--- src/rtl/fp_pkg.sv ---
// rtl/fp_pkg.sv - IEEE-754 format derivation, special constants, divider FSM and rounding-mode types
package fp_pkg;

  function automatic int fp_exp_w(input int width);
    return (width == 64) ? 11 : (width == 32) ? 8 : 5;
  endfunction

  function automatic int fp_mant_w(input int width);
    return width - fp_exp_w(width) - 1;
  endfunction

  function automatic int fp_exp_bias(input int width);
    return (1 << (fp_exp_w(width) - 1)) - 1;
  endfunction

  // Constants are built 64 bits wide; users slice them down to their own WIDTH.
  function automatic logic [63:0] fp_inf(input int width);
    return ((64'd1 << fp_exp_w(width)) - 64'd1) << fp_mant_w(width);
  endfunction

  function automatic logic [63:0] fp_qnan(input int width);
    return fp_inf(width) | (64'd1 << (fp_mant_w(width) - 1));
  endfunction

  localparam logic [63:0] FP_ZERO = '0;

  typedef enum logic [2:0] {
    S_IDLE   = 3'd0,
    S_NORM   = 3'd1,
    S_DIVIDE = 3'd2,
    S_ROUND  = 3'd3,
    S_DONE   = 3'd4
  } fp_state_t;

  typedef enum logic [1:0] {
    RM_RNE = 2'd0,
    RM_RTZ = 2'd1,
    RM_RDN = 2'd2,
    RM_RUP = 2'd3
  } round_mode_t;

endpackage

--- src/rtl/grs_rounder.sv ---
// rtl/grs_rounder.sv - guard/round/sticky rounder; the increment ripples through the packed exponent:fraction
module grs_rounder
  import fp_pkg::*;
#(
  parameter int W = 15
) (
  input  logic [1:0]   mode,
  input  logic         sign,
  input  logic [W-1:0] value,
  input  logic         guard,
  input  logic         round_bit,
  input  logic         sticky,
  output logic [W-1:0] rounded
);

  logic inexact;
  logic up;

  always_comb begin
    inexact = guard | round_bit | sticky;
    case (round_mode_t'(mode))
      RM_RNE:  up = guard & (round_bit | sticky | value[0]);
      RM_RTZ:  up = 1'b0;
      RM_RDN:  up = sign & inexact;
      RM_RUP:  up = ~sign & inexact;
      default: up = 1'b0;
    endcase
    rounded = value + {{(W-1){1'b0}}, up};
  end

endmodule

--- src/rtl/fp_div.sv ---
// rtl/fp_div.sv - multicycle IEEE-754 divider (restoring, round-to-nearest-even)
// Optional FP_DIV_FLAGS_EN adds the {NV,DZ,OF,UF} flags port.
module fp_div
  import fp_pkg::*;
#(
  parameter int WIDTH = 16
) (
  input  logic             clk,
  input  logic             rst_n,
  input  logic             in_valid,
  output logic             in_ready,
  input  logic [WIDTH-1:0] a,
  input  logic [WIDTH-1:0] b,
  output logic             out_valid,
  input  logic             out_ready,
  output logic [WIDTH-1:0] result
`ifdef FP_DIV_FLAGS_EN
  ,
  output logic [3:0]       flags
`endif
);

  localparam int EXP_W  = fp_exp_w(WIDTH);
  localparam int MANT_W = fp_mant_w(WIDTH);
  localparam int BIAS   = fp_exp_bias(WIDTH);
  localparam int XW     = EXP_W + 3;
  localparam int LZW    = $clog2(MANT_W + 2);
  localparam int CW     = $clog2(MANT_W + 3);

  localparam logic [63:0]          INF64     = fp_inf(WIDTH);
  localparam logic [63:0]          QNAN64    = fp_qnan(WIDTH);
  localparam logic [WIDTH-2:0]     INF_MAG   = INF64[WIDTH-2:0];
  localparam logic [WIDTH-2:0]     ZERO_MAG  = FP_ZERO[WIDTH-2:0];
  localparam logic [WIDTH-1:0]     QNAN      = QNAN64[WIDTH-1:0];
  localparam logic signed [XW-1:0] ONE_X     = XW'(1);
  localparam logic signed [XW-1:0] BIAS_X    = XW'(BIAS);
  localparam logic signed [XW-1:0] MAX_EXP_X = XW'((1 << EXP_W) - 1);
  localparam logic signed [XW-1:0] SH_MAX_X  = XW'(MANT_W + 3);
  localparam logic [CW-1:0]        LAST_BIT  = CW'(MANT_W + 2);

  fp_state_t             state;
  logic                  norm_step;
  logic [WIDTH-1:0]      a_q, b_q;
  logic                  sign_q;
  logic [MANT_W:0]       na_q, nb_q;
  logic signed [XW-1:0]  xa_q, xb_q, exp_q;
  logic                  spec_hit;
  logic [WIDTH-1:0]      spec_res;
  logic [MANT_W+1:0]     rem_q;
  logic [MANT_W+2:0]     quot_q;
  logic [CW-1:0]         cnt_q;

  logic [EXP_W-1:0]      ea, eb;
  logic [MANT_W-1:0]     fa, fb;
  logic                  a_nan, b_nan, a_inf, b_inf, a_zero, b_zero, sgn;
  logic [MANT_W:0]       ma, mb;
  logic [LZW-1:0]        lza, lzb;
  logic                  sp_hit;
  logic [WIDTH-1:0]      sp_res;
`ifdef FP_DIV_FLAGS_EN
  logic [3:0]            sp_flags;
`endif

  function automatic logic [LZW-1:0] lzc(input logic [MANT_W:0] m);
    logic [LZW-1:0] n;
    n = '0;
    for (int i = 0; i <= MANT_W; i++)
      if (m[i]) n = LZW'(MANT_W - i);
    return n;
  endfunction

  // Operand classification and special-case resolution from the captured operands.
  always_comb begin
    ea     = a_q[WIDTH-2:MANT_W];
    eb     = b_q[WIDTH-2:MANT_W];
    fa     = a_q[MANT_W-1:0];
    fb     = b_q[MANT_W-1:0];
    sgn    = a_q[WIDTH-1] ^ b_q[WIDTH-1];
    a_nan  = (&ea) & (|fa);
    b_nan  = (&eb) & (|fb);
    a_inf  = (&ea) & ~(|fa);
    b_inf  = (&eb) & ~(|fb);
    a_zero = ~(|ea) & ~(|fa);
    b_zero = ~(|eb) & ~(|fb);
    ma     = {|ea, fa};
    mb     = {|eb, fb};
    lza    = lzc(ma);
    lzb    = lzc(mb);
    sp_hit = 1'b1;
    sp_res = '0;
`ifdef FP_DIV_FLAGS_EN
    sp_flags = 4'b0000;
`endif
    if (a_nan) begin
      sp_res = a_q;
    end else if (b_nan) begin
      sp_res = b_q;
    end else if ((a_zero & b_zero) | (a_inf & b_inf)) begin
      sp_res = QNAN;
`ifdef FP_DIV_FLAGS_EN
      sp_flags = 4'b1000;
`endif
    end else if (b_zero) begin
      sp_res = {sgn, INF_MAG};
`ifdef FP_DIV_FLAGS_EN
      sp_flags = {1'b0, ~a_inf, 2'b00};
`endif
    end else if (a_inf) begin
      sp_res = {sgn, INF_MAG};
    end else if (a_zero | b_inf) begin
      sp_res = {sgn, ZERO_MAG};
    end else begin
      sp_hit = 1'b0;
    end
  end

  logic              q_bit;
  logic [MANT_W+1:0] rem_sub;

  always_comb begin
    q_bit   = rem_q >= {1'b0, nb_q};
    rem_sub = q_bit ? rem_q - {1'b0, nb_q} : rem_q;
  end

  // Tiny quotients are denormalised by shifting right, lost bits folding into sticky.
  logic                 tiny;
  logic signed [XW-1:0] shv;
  logic [MANT_W+2:0]    shifted;
  logic                 sh_sticky;
  logic                 r_g, r_r, r_s;
  logic [WIDTH-2:0]     rnd_in, rnd_out;
  logic                 ovf;
  logic [WIDTH-1:0]     dp_res;

  always_comb begin
    tiny      = exp_q[XW-1] | (exp_q == '0);
    shv       = ONE_X - exp_q;
    shifted   = quot_q;
    sh_sticky = 1'b0;
    if (tiny) begin
      if (shv > SH_MAX_X) begin
        shifted   = '0;
        sh_sticky = |quot_q;
      end else begin
        shifted   = quot_q >> shv;
        sh_sticky = |(quot_q & ~({(MANT_W+3){1'b1}} << shv));
      end
    end
    r_g    = shifted[1];
    r_r    = shifted[0];
    r_s    = sh_sticky | (|rem_q);
    rnd_in = {(tiny ? {EXP_W{1'b0}} : exp_q[EXP_W-1:0]), shifted[MANT_W+1:2]};
  end

  grs_rounder #(.W(WIDTH-1)) u_rnd (
    .mode      (RM_RNE),
    .sign      (sign_q),
    .value     (rnd_in),
    .guard     (r_g),
    .round_bit (r_r),
    .sticky    (r_s),
    .rounded   (rnd_out)
  );

  assign ovf    = (~tiny & (exp_q >= MAX_EXP_X)) | (&rnd_out[WIDTH-2:MANT_W]);
  assign dp_res = ovf ? {sign_q, INF_MAG} : {sign_q, rnd_out};

  always_ff @(posedge clk or negedge rst_n) begin
    if (!rst_n) begin
      state     <= S_IDLE;
      in_ready  <= 1'b1;
      out_valid <= 1'b0;
      result    <= '0;
      norm_step <= 1'b0;
      a_q       <= '0;
      b_q       <= '0;
      sign_q    <= 1'b0;
      na_q      <= '0;
      nb_q      <= '0;
      xa_q      <= '0;
      xb_q      <= '0;
      exp_q     <= '0;
      spec_hit  <= 1'b0;
      spec_res  <= '0;
      rem_q     <= '0;
      quot_q    <= '0;
      cnt_q     <= '0;
    end else begin
      case (state)
        S_IDLE: begin
          if (in_valid) begin
            a_q       <= a;
            b_q       <= b;
            in_ready  <= 1'b0;
            norm_step <= 1'b0;
            state     <= S_NORM;
          end
        end
        S_NORM: begin
          if (!norm_step) begin
            na_q      <= ma << lza;
            nb_q      <= mb << lzb;
            xa_q      <= ((ea == '0) ? ONE_X : XW'(ea)) - XW'(lza);
            xb_q      <= ((eb == '0) ? ONE_X : XW'(eb)) - XW'(lzb);
            sign_q    <= sgn;
            spec_hit  <= sp_hit;
            spec_res  <= sp_res;
            norm_step <= 1'b1;
          end else begin
            // Pre-shift a smaller dividend so the quotient lands in [1,2).
            rem_q  <= (na_q < nb_q) ? {na_q, 1'b0} : {1'b0, na_q};
            exp_q  <= xa_q - xb_q + BIAS_X - ((na_q < nb_q) ? ONE_X : '0);
            quot_q <= '0;
            cnt_q  <= '0;
            state  <= S_DIVIDE;
          end
        end
        S_DIVIDE: begin
          rem_q  <= rem_sub << 1;
          quot_q <= {quot_q[MANT_W+1:0], q_bit};
          cnt_q  <= cnt_q + 1'b1;
          if (cnt_q == LAST_BIT) state <= S_ROUND;
        end
        S_ROUND: begin
          result    <= spec_hit ? spec_res : dp_res;
          out_valid <= 1'b1;
          state     <= S_DONE;
        end
        S_DONE: begin
          if (out_ready) begin
            out_valid <= 1'b0;
            in_ready  <= 1'b1;
            state     <= S_IDLE;
          end
        end
        default: state <= S_IDLE;
      endcase
    end
  end

`ifdef FP_DIV_FLAGS_EN
  logic [3:0] spec_flags_q;
  logic [3:0] dp_flags;

  assign dp_flags = {2'b00, ovf, tiny & (r_g | r_r | r_s)};

  always_ff @(posedge clk or negedge rst_n) begin
    if (!rst_n) begin
      spec_flags_q <= '0;
      flags        <= '0;
    end else begin
      if (state == S_NORM && !norm_step) spec_flags_q <= sp_flags;
      if (state == S_ROUND) flags <= spec_hit ? spec_flags_q : dp_flags;
    end
  end
`endif

endmodule

--- config.mk ---
export PLATFORM = sky130hd
export DESIGN_NAME = fp_div
export DESIGN_NICKNAME = d
export VERILOG_FILES = /design/src/rtl/fp_pkg.sv /design/src/rtl/grs_rounder.sv /design/src/rtl/fp_div.sv
export SDC_FILE = /design/constraint.sdc
export NUM_CORES = 1
export LEC_CHECK = 0
export ABC_AREA = 1
export BUFFER_PORTS_ARGS = -buffer_cell sky130_fd_sc_hd__buf_4
export CORE_ASPECT_RATIO = 0.7
export CORE_UTILIZATION = 30
export CTS_CLUSTER_DIAMETER = 30
export DETAILED_ROUTE_END_ITERATION = 12
export MAX_ROUTING_LAYER = met4
export PLACE_DENSITY = 0.5
export SLEW_MARGIN = 15
export SYNTH_ARGS = -nofsm -noshare
export SYNTH_HDL_FRONTEND = slang
export SYNTH_HIERARCHICAL = 1
export SYNTH_SLANG_ARGS = --single-unit
export TNS_END_PERCENT = 50
--- constraint.sdc ---
create_clock -name clk -period 13.7 [get_ports clk]
set_clock_uncertainty 0.2 [all_clocks]
set_input_delay 2.055 -clock clk [delete_from_list [all_inputs] [get_ports clk]]
set_output_delay 2.055 -clock clk [all_outputs]
set_load 0.01 [all_outputs]
; ---- Word-level counts from Yosys, hierarchy flattened
; Cells that the tools add are included.
[classes]
mux = 63
addsub = 9
n_lt_le_gt_ge = 4
n_shift = 4
bitwise = 26
n_reduce_logical = 26
eq_ne = 9
[op_table]
columns = cell, count
row1 = $mux W16, 7
row2 = $mux W4, 23
row3 = $mux W12, 4
row4 = $pmux W13 S2, 1
row5 = $reduce_or A13 Y1, 2
row6 = $pmux W12 S2, 1
row7 = $shl A11 B4 Y11, 2
row8 = $reduce_or A10 Y1, 2
row9 = $add A15 B1 Y15, 1
row10 = $mux W15, 1
row11 = $mux W5, 3
row12 = $pmux W3 S5, 1
row13 = $reduce_and A5 Y1, 3
row14 = $and A13 B13 Y13, 1
row15 = $mux W13, 1
row16 = $not A13 Y13, 1
row17 = $shl A13 B8 Y13 const A, 1
row18 = $shr A13 B8 Y12, 1
row19 = $ge A12 B11 Y1, 1
row20 = $mux W1, 12
row21 = $mux W3, 4
row22 = $reduce_and A2 Y1, 6
row23 = $reduce_or A12 Y1, 1
row24 = $sub A5 B4 Y6, 2
row25 = 28 further kinds, 59
[totals]
output_inout_bits = 18
reg_bits = 147
in_bits = 36
word_cells = 159

; ---- Depth between registers and ports, before layout
; Gate-level depths: netlist of run 1.
[depth]
depth_word = 16
mapped_depth = 34

; ---- Modules after synthesis
; Netlist of run 1, hierarchy kept.
[by_module_without_submodules]
columns = mod, area_per_inst_um2, seq_area_each_um2, n_inst, cells_each
row1 = fp_div, 9434.0, 3579.7, 1, 1286
row2 = grs_rounder, 387.9, 0.0, 1, 74

; ---- Worst setup path after synthesis of run 1
; No wires, ideal clock.
[synth_timing]
path_type = register to register
startpoint = register exp_q[1]
endpoint = register result[0]
setup_ns = 0.077
stages_incl_launch_ff = 32
arrival_ns = 4.187
path_slack_ns = 9.236
n_path_buf = 4
required_ns = 13.423
cell_sequence = dfrtp_1 buf_2 inv_4 clkbuf_1 ha_1 nand2_1 o21ai_1 nand3_1 nor2_2 buf_4 nand2_1 nand2_1 nand4_1 nand3_1 nand3_1 o21ai_0 nor3b_1 o21ai_0 nand2_1 ha_1 ha_1 nand3_2 nor2_4 nand3_1 nand2_1 nand2_1 inv_1 nor3_1 a32oi_1 buf_2 nand3_1 a21oi_1
[synth_via]
word_cells_on_any_way = 26
[synth_lines]
columns = item, line_no
row1 = "start, declared", fp_div.sv:46  ; logic signed [XW-1:0] xa_q, xb_q, exp_q;
row2 = "start signal, assigned", fp_div.sv:212  ; exp_q <= xa_q - xb_q + BIAS_X - ((na_q < nb_q) ? ONE_X : '0);
row3 = $sub A2 B8 Y8, fp_div.sv:137  ; shv = ONE_X - exp_q;
row4 = $gt A8 B5 Y1 / $shr A13 B8 Y12 (equally long branches), "fp_div.sv:141, fp_div.sv:145"
row5 = $mux W12, fp_div.sv:141  ; if (shv > SH_MAX_X) begin
row6 = $mux W12 (*), fp_div.sv:140  ; if (tiny) begin
row7 = via shifted[1], fp_div.sv:128  ; logic [MANT_W+2:0] shifted;
row8 = $and A1 B1 Y1 (*), grs_rounder.sv:22  ; RM_RNE: up = guard & (round_bit | sticky | value[0]);
row9 = $add A15 B1 Y15 (*), grs_rounder.sv:28  ; rounded = value + {{(W-1){1'b0}}, up};
row10 = via rnd_out[12], fp_div.sv:131  ; logic [WIDTH-2:0] rnd_in, rnd_out;
row11 = $reduce_and A5 Y1 (*), fp_div.sv:165  ; assign ovf = (~tiny & (exp_q >= MAX_EXP_X)) | (&rnd_out[WIDTH-2:MANT_W]);
row12 = $or A1 B1 Y1 (*), fp_div.sv:165
row13 = $mux W15 (*), fp_div.sv:166  ; assign dp_res = ovf ? {sign_q, INF_MAG} : {sign_q, rnd_out};
row14 = $mux W16 (*), fp_div.sv:225  ; result <= spec_hit ? spec_res : dp_res;
row15 = "end signal, assigned", fp_div.sv:225
row16 = "end, declared", fp_div.sv:16  ; output logic [WIDTH-1:0] result
; The timed path passes the listed nets; every way through them passes the cells marked *.
; A chain may end at the register's enable or synchronous reset.

; ---- Final worst setup path of run 1
[layout_timing]
startpoint = register exp_q[1]
endpoint = register result[14]
[layout_via]
word_cells_on_any_way = 26
[layout_lines]
columns = item, line_no
row1 = $sub A2 B8 Y8, fp_div.sv:137
row2 = $gt A8 B5 Y1 / $shr A13 B8 Y12 (equally long branches), "fp_div.sv:141, fp_div.sv:145"
row3 = $mux W12, fp_div.sv:141
row4 = $mux W12 (*), fp_div.sv:140
row5 = via shifted[0], fp_div.sv:128
row6 = $or A1 B1 Y1 (*) (2 in series), grs_rounder.sv:22
row7 = $and A1 B1 Y1 (*), grs_rounder.sv:22
row8 = $add A15 B1 Y15 (*), grs_rounder.sv:28
row9 = via rnd_out[12], fp_div.sv:131
row10 = $reduce_and A5 Y1 (*), fp_div.sv:165
row11 = $or A1 B1 Y1 (*), fp_div.sv:165
row12 = $mux W15 (*), fp_div.sv:166
row13 = $mux W16 (*), fp_div.sv:225
; Marks and branches as above.

==> results of run 1 <==
[worst max path at each step]
stage,depth (start not counted),startpoint,endpoint,slack (ps)
final,29,exp_q[1],result[14],8230
after global routing,29,exp_q[1],result[13],7710
after CTS,29,exp_q[1],result[14],8320
after detailed placement,29,exp_q[1],result[14],8330
after global placement,30,exp_q[1],result[14],8490
after floorplan,31,exp_q[1],result[0],9240
[flip-flops by register name, summed over array words and instances (netlist names)]
signal,flops
spec_res,16
a_q,16
out_valid,1
result,16
quot_q,13
sign_q,1
nb_q,11
exp_q,8
na_q,11
spec_hit,1
state,3
b_q,16
rem_q,12
cnt_q,4
norm_step,1
xb_q,6
xa_q,6
in_ready,1
[worst reg2reg max path, delay by kind of cell, from the launching register on]
family,cells,cell delay [ps]
AO/OA/AOI/OAI,9,1150
buffers and inverters,4,620
AND/OR/NAND/NOR,13,2120
adder cells (fa/ha/maj),3,730
flip-flops,1,610
[where the power goes]
group	leakage, nW	total, mW	internal (mW)	switching [mW]
Combinational	3.23	1.68	0.575	1.10
Clock	0.253	0.445	0.234	0.211
Sequential	1.70	0.840	0.620	0.220
[layer usage]
layer  vias up  global-route usage, %
met5         -                      -
met4         0                  5.261
met3        34                  3.781
met2       231                  25.62
met1      4401                  30.90
li1       4597                      -
[layout by cell type (no fill, tap or decap), types with 13 or more instances in the layout]
master and instances:
o211ai_1 13, a21oi_1 99, ha_1 44, dfrtp_1 142
nand3_1 122, nor2_1 139, inv_1 152, nand2_1 293
o22ai_1 26, buf_4 58, a31oi_1 21, nand4_1 25
clkbuf_16 17, o21ai_1 14, o21ai_0 85, xor2_1 17
[cell type report]
cell class | count | area (um^2) | area share (%)
multi-input combinational | 1002 | 5393 | 48.52
sequential | 143 | 3580 | 32.21
inverter | 165 | 624.3 | 5.617
tap | 427 | 534.3 | 4.807
timing repair buffer | 59 | 446.7 | 4.019
clock buffer | 19 | 432.9 | 3.895
clock inverter | 13 | 103.9 | 0.9344
[cell families after synthesis]
logic type	Yosys count	share of synthesized area (%)
AO/OA/AOI/OAI	283	16.17
XOR/XNOR	25	2.229
adder cells (fa/ha/maj)	50	6.828
buffers and inverters	219	8.853
flip-flops	143	36.45
multiplexers	4	0.4331
other	2	0.07646
AND/OR/NAND/NOR	634	28.97
==> metrics, run 1 <==
status complete, no violations; Num CTS Buffers 17; DR iter-0 viols 845; Seq/Total Area, Yosys 36.45%; worst path bufs/invs 4; via density per instance 5.067; Port Buf Inserts 53; Yosys warnings 6; sink count of the clock tree 143; highest metal used met4; R2R Path End result[14]; fin area 11110 um^2; Die W 218.3 um; Setup Buffers After CTS 0; Hold Path Depth 2; Tightest Pin Transition 1026 ps; wire length on met1 17.04 mm; final worst path period need 5467 ps; worst hold margin 270.0 ps; hold path start in_ready; vias 9263; cell taking the most area after synthesis dfrtp_1; first-pass GRT wire length 49.90 mm; DIE AREA 33480 um^2; Ant. Diodes 0; Post-Syn Instances 1360; Place WS 8327 ps; worst skew pair latency 450 ps; synth-to-layout area growth 13.16%; crit-path leading delay family simple AND/OR/NAND/NOR gates; fin cells 1828; CP arrival 5640 ps; GRT overflow 0; Root Driver clkbuf_16; Finished Core Util 34.44%; final hold vios 0; Initial Utilization 30.43%; GRT Overall Usage 19.96%; hold endpoint in_ready; crit end category flop; DRC Markers 0; met3 wire length 1.717 mm; boundary pin count 54; Clock Tree Buf Depth 2; Detail Route Antenna Nets 0; Setup CP Type flop to flop; nets@finish 1474; mapped cell area 9822 um^2; overall power 2.962 mW; Post-synth EDFFs 0; Core Region 32270 um^2; FP Rows 55; VDD IR max 0.00009170 V; # setup viols final 0; Cell variety after synth 57; Tcrit/Tclk final 39.90%; Max H-tree Level 4; Post-DP HPWL 23.54 mm; CTS tree yes; Post-CTS Hold Fix Bufs 0; die height 153.4 um; initial antenna violation count 0; Worst Path Required 13880 ps; TritonRoute pass-1 iters 5; flop-to-flop setup slack 8230 ps; post-synth top area share 36.18%; Fillers 3488; Synth Flop Type dfrtp_1; Reg clk slew, reported paths 70 ps; MaxCap Viol Count 0; Fmax 182.9 MHz; Synth area leaders dfrtp_1, nand2_1, nand3_1; placed insts 1796; Slew headroom 31.18%; most frequent cell after synthesis nand2_1; Crit Path Max Fanout 21; Crit-path slowest cell nor2_2; vias in the first global route 8630; P per Cell Area 266.5 nW/um^2; #FFs+latches synth 143; Setup TNS Final 0 ps; share of cells above drive strength 1 9.422%; setup ws final 8233 ps; RSZ-0062 raised after global routing no; worst reg2reg startpoint exp_q[1]; placed cell areas 10580 um^2; Slew Limit Fails 0; syn avg cell area 7.222 um^2; # resized after CTS 0; CP most frequent cell nand2_1; CP max stage delay 670 ps; cell leakage power 5.184 nW; routed len/inst 17.23 um; crit start category flop; FFs w/ async S/R, synth 100.0%; worst r2r path cells 29; GPL Wtd Cong 0.9336; Synth top cells by count nand2_1, inv_1, dfrtp_1; worst min path class flop to flop; pin count of the biggest net entering global routing 90; met2 routed WL 12.19 mm; drt total wl 31.49 mm
No activity file was read; power rests on OpenSTA's default activity.
==> run 2: changes to the inputs <==
--- a/config.mk
+++ b/config.mk
@@ -5,7 +5,7 @@
 export SDC_FILE = /design/constraint.sdc
 export NUM_CORES = 1
 export LEC_CHECK = 0
-export ABC_AREA = 1
+export ABC_AREA = 0
 export BUFFER_PORTS_ARGS = -buffer_cell sky130_fd_sc_hd__buf_4
 export CORE_ASPECT_RATIO = 0.7
 export CORE_UTILIZATION = 30
==> constraint.sdc (replaced) <==
create_clock -name clk -period 5.62 [get_ports clk]
set_clock_uncertainty 0.2 [all_clocks]
set_input_delay 0.843 -clock clk [delete_from_list [all_inputs] [get_ports clk]]
set_output_delay 0.843 -clock clk [all_outputs]
set_load 0.01 [all_outputs]
==> run 2 against run 1 <==
Effect of this change:
- synthesized cell count fell by 15%
- area after synthesis fell by 0.64%
- cell count fell by 12%
- register-to-register slack got worse by 7800 ps
- combinational power rose by 140%
- critical path depth fell by 7
- clock power rose to 2.5 times the previous value
- worst setup slack got worse by 7800 ps
- hold slack got worse by 42 ps
- clock-buffer cell count rose by 2
==> metrics, run 2 <==
pin count of the biggest net entering global routing 74; compound-cell area share of the yosys netlist 21.13%; syn avg cell area 8.406 um^2; CP arrival 5380 ps; Switching Fraction 47.35%; die height 152.9 um; Die W 217.6 um; cell leakage power 4.708 nW; GRT overflow 0; DR iter-0 viols 681; via density per instance 5.340; Synth Area in Adders 6.872%; synth-to-layout area growth 14.19%; CP max stage delay 480 ps; Max H-tree Level 4; FP Rows 54; vias in the first global route 8026; Tightest Pin Transition 1093 ps; GRT Overall Usage 18.38%; Synth Flop Type dfrtp_1; first-pass GRT wire length 46.57 mm; Post-Syn Instances 1161; DIE AREA 33270 um^2; Internal Pwr Total 3.860 mW; RSZ-0062 raised after global routing no; most frequent cell after synthesis nand2_1; worst hold margin 227.8 ps; Post-synth EDFFs 0; DRC Markers 0; initial antenna violation count 0; Yosys warnings 6; xor/xnor share of the synthesized area 3.231%; Clock Power Share 15.4%; worst min path class primary input to asynchronous set/reset pin; sink count of the clock tree 143; crit-path leading delay family simple AND/OR/NAND/NOR gates; worst path bufs/invs 1; Port Buf Inserts 53; CTS tree yes; crit end category flop; Post-CTS Hold Fix Bufs 0; Comb power frac 54.3%; switching power 3.471 mW; Initial Utilization 30.93%; FFs w/ async S/R, synth 100.0%; GPL Wtd Cong 0.9135; boundary pin count 54; combinational family with the most area after synthesis compound AO/OA/AOI/OAI gates; multiplexer area fraction after synthesis 6.321%; VDD IR max 0.0002100 V; Num CTS Buffers 17; Synth area leaders dfrtp_1, nand2_1, ha_1; # setup viols final 0; most frequent cells in the layout nand2_1, dfrtp_1, nor2_1, o21ai_0, buf_4; Seq/Total Area, Yosys 36.68%; Setup TNS Final 0 ps; Reg power frac 30.3%; Setup CP Type flop to flop; Cell variety after synth 84; Tcrit/Tclk final 92.92%; cell taking the most area after synthesis dfrtp_1; Detail Route Antenna Nets 0; Ant. Diodes 0; share of cells above drive strength 1 13.76%; Post-DP HPWL 21.02 mm; nets@finish 1265; Fillers 3251; Fmax 191.5 MHz; #FFs+latches synth 143; worst skew pair latency 450 ps; status complete, no violations; # resized after CTS 0; crit start category flop; final hold vios 0; Worst Path Required 5770 ps; Crit Path Max Fanout 10; Reg clk slew, reported paths 70 ps; Synth top cells by count nand2_1, dfrtp_1, nor2_1; routed len/inst 17.83 um; Crit-path slowest cell or4b_1; Setup Buffers After CTS 0; final worst path period need 5222 ps; CP most frequent cell ha_1; post-synth top area share 36.41%; crit-path cells inv_1 > ha_1 > or3b_4 > or4b_1 > o311a_2 > a311oi_2 > nor2_2 > a2111oi_4 > a32oi_1 > or2_2 > nor3_1 > nor3_1 > ha_1 > ha_1 > nand2_1 > nor2_1 > nand3_1 > xnor2_1 > and3_1 > a31oi_4 > a22oi_1 > o21ai_0; Slew headroom 27.12%; Synth Area in Simple Gates 20.69%; P per Cell Area 657.9 nW/um^2; Clock Tree Buf Depth 2; drt total wl 28.74 mm; vias 8608; TritonRoute pass-1 iters 5; mapped cell area 9759 um^2; Core Region 31550 um^2; commonest non-fill, non-tap cell in the layout nand2_1; MaxCap Viol Count 0; Root Driver clkbuf_16; Slew Limit Fails 0
run 2: stage by stage:
stage	cells	worst slack, ps	utilization, %	total power, mW	cell area [um^2]
2_1_floorplan	1165	627.5	-	5.018	9774
3_3_place_gp	1580	218.4	33.44	6.164	10550
3_5_place_dp	1580	94.63	33.44	6.161	10550
4_1_cts	1612	74.77	35.26	7.328	11130
5_1_grt	1612	51.48	35.32	8.003	11140
6_report	1612	398.2	35.32	7.332	11140
run 2: cell type report:
| cell class | instances | area, um^2 | area share (%) |
|---|---|---|---|
| multi-input cells | 894 | 5739 | 51.50 |
| clock buffers | 21 | 470.5 | 4.221 |
| well taps | 420 | 525.5 | 4.715 |
| clock inverters | 11 | 105.1 | 0.9431 |
| inverters | 54 | 202.7 | 1.819 |
| repair buffers | 69 | 521.8 | 4.682 |
| flip-flops and latches | 143 | 3580 | 32.12 |
run 2: routing by layer:
layer	up-vias	global-route usage [%]	part of all wire, %
li1	4197	-	-
met1	4122	27.81	52
met2	265	24.23	41
met3	24	4.378	6.4
met4	0	3.689	0.84
met5	-	-	0
run 2: power groups by stage:
stage / sequential, mW / clock (mW) / combinational [mW]
global route: 2.31 / 1.20 / 4.50
CTS: 2.21 / 1.16 / 3.96
finish: 2.22 / 1.13 / 3.98
global placement: 2.23 / 0 / 3.94
detailed placement: 2.23 / 0 / 3.93
floorplan: 1.82 / 0 / 3.20
run 2: cells by family after synthesis:
| kind of cell | count (synthesis) |
|---|---|
| compound gates | 313 |
| xor+xnor | 36 |
| fa+ha+maj | 50 |
| buf+inv | 128 |
| flops | 143 |
| mux | 55 |
| other cells | 2 |
| simple gates | 434 |
run 2: final timing paths:
kind	startpoint	endpoint	slack, ps	cells past startpoint
hold / removal	rst_n	quot_q[5]	230	1
max in group asynchronous	rst_n	a_q[14]	3920	2
setup / recovery	exp_q[2]	result[7]	400	22
hold reg to reg	nb_q[5]	nb_q[5]	280	2
min in group clk	nb_q[5]	nb_q[5]	280	2
setup reg to reg	exp_q[2]	result[7]	400	22
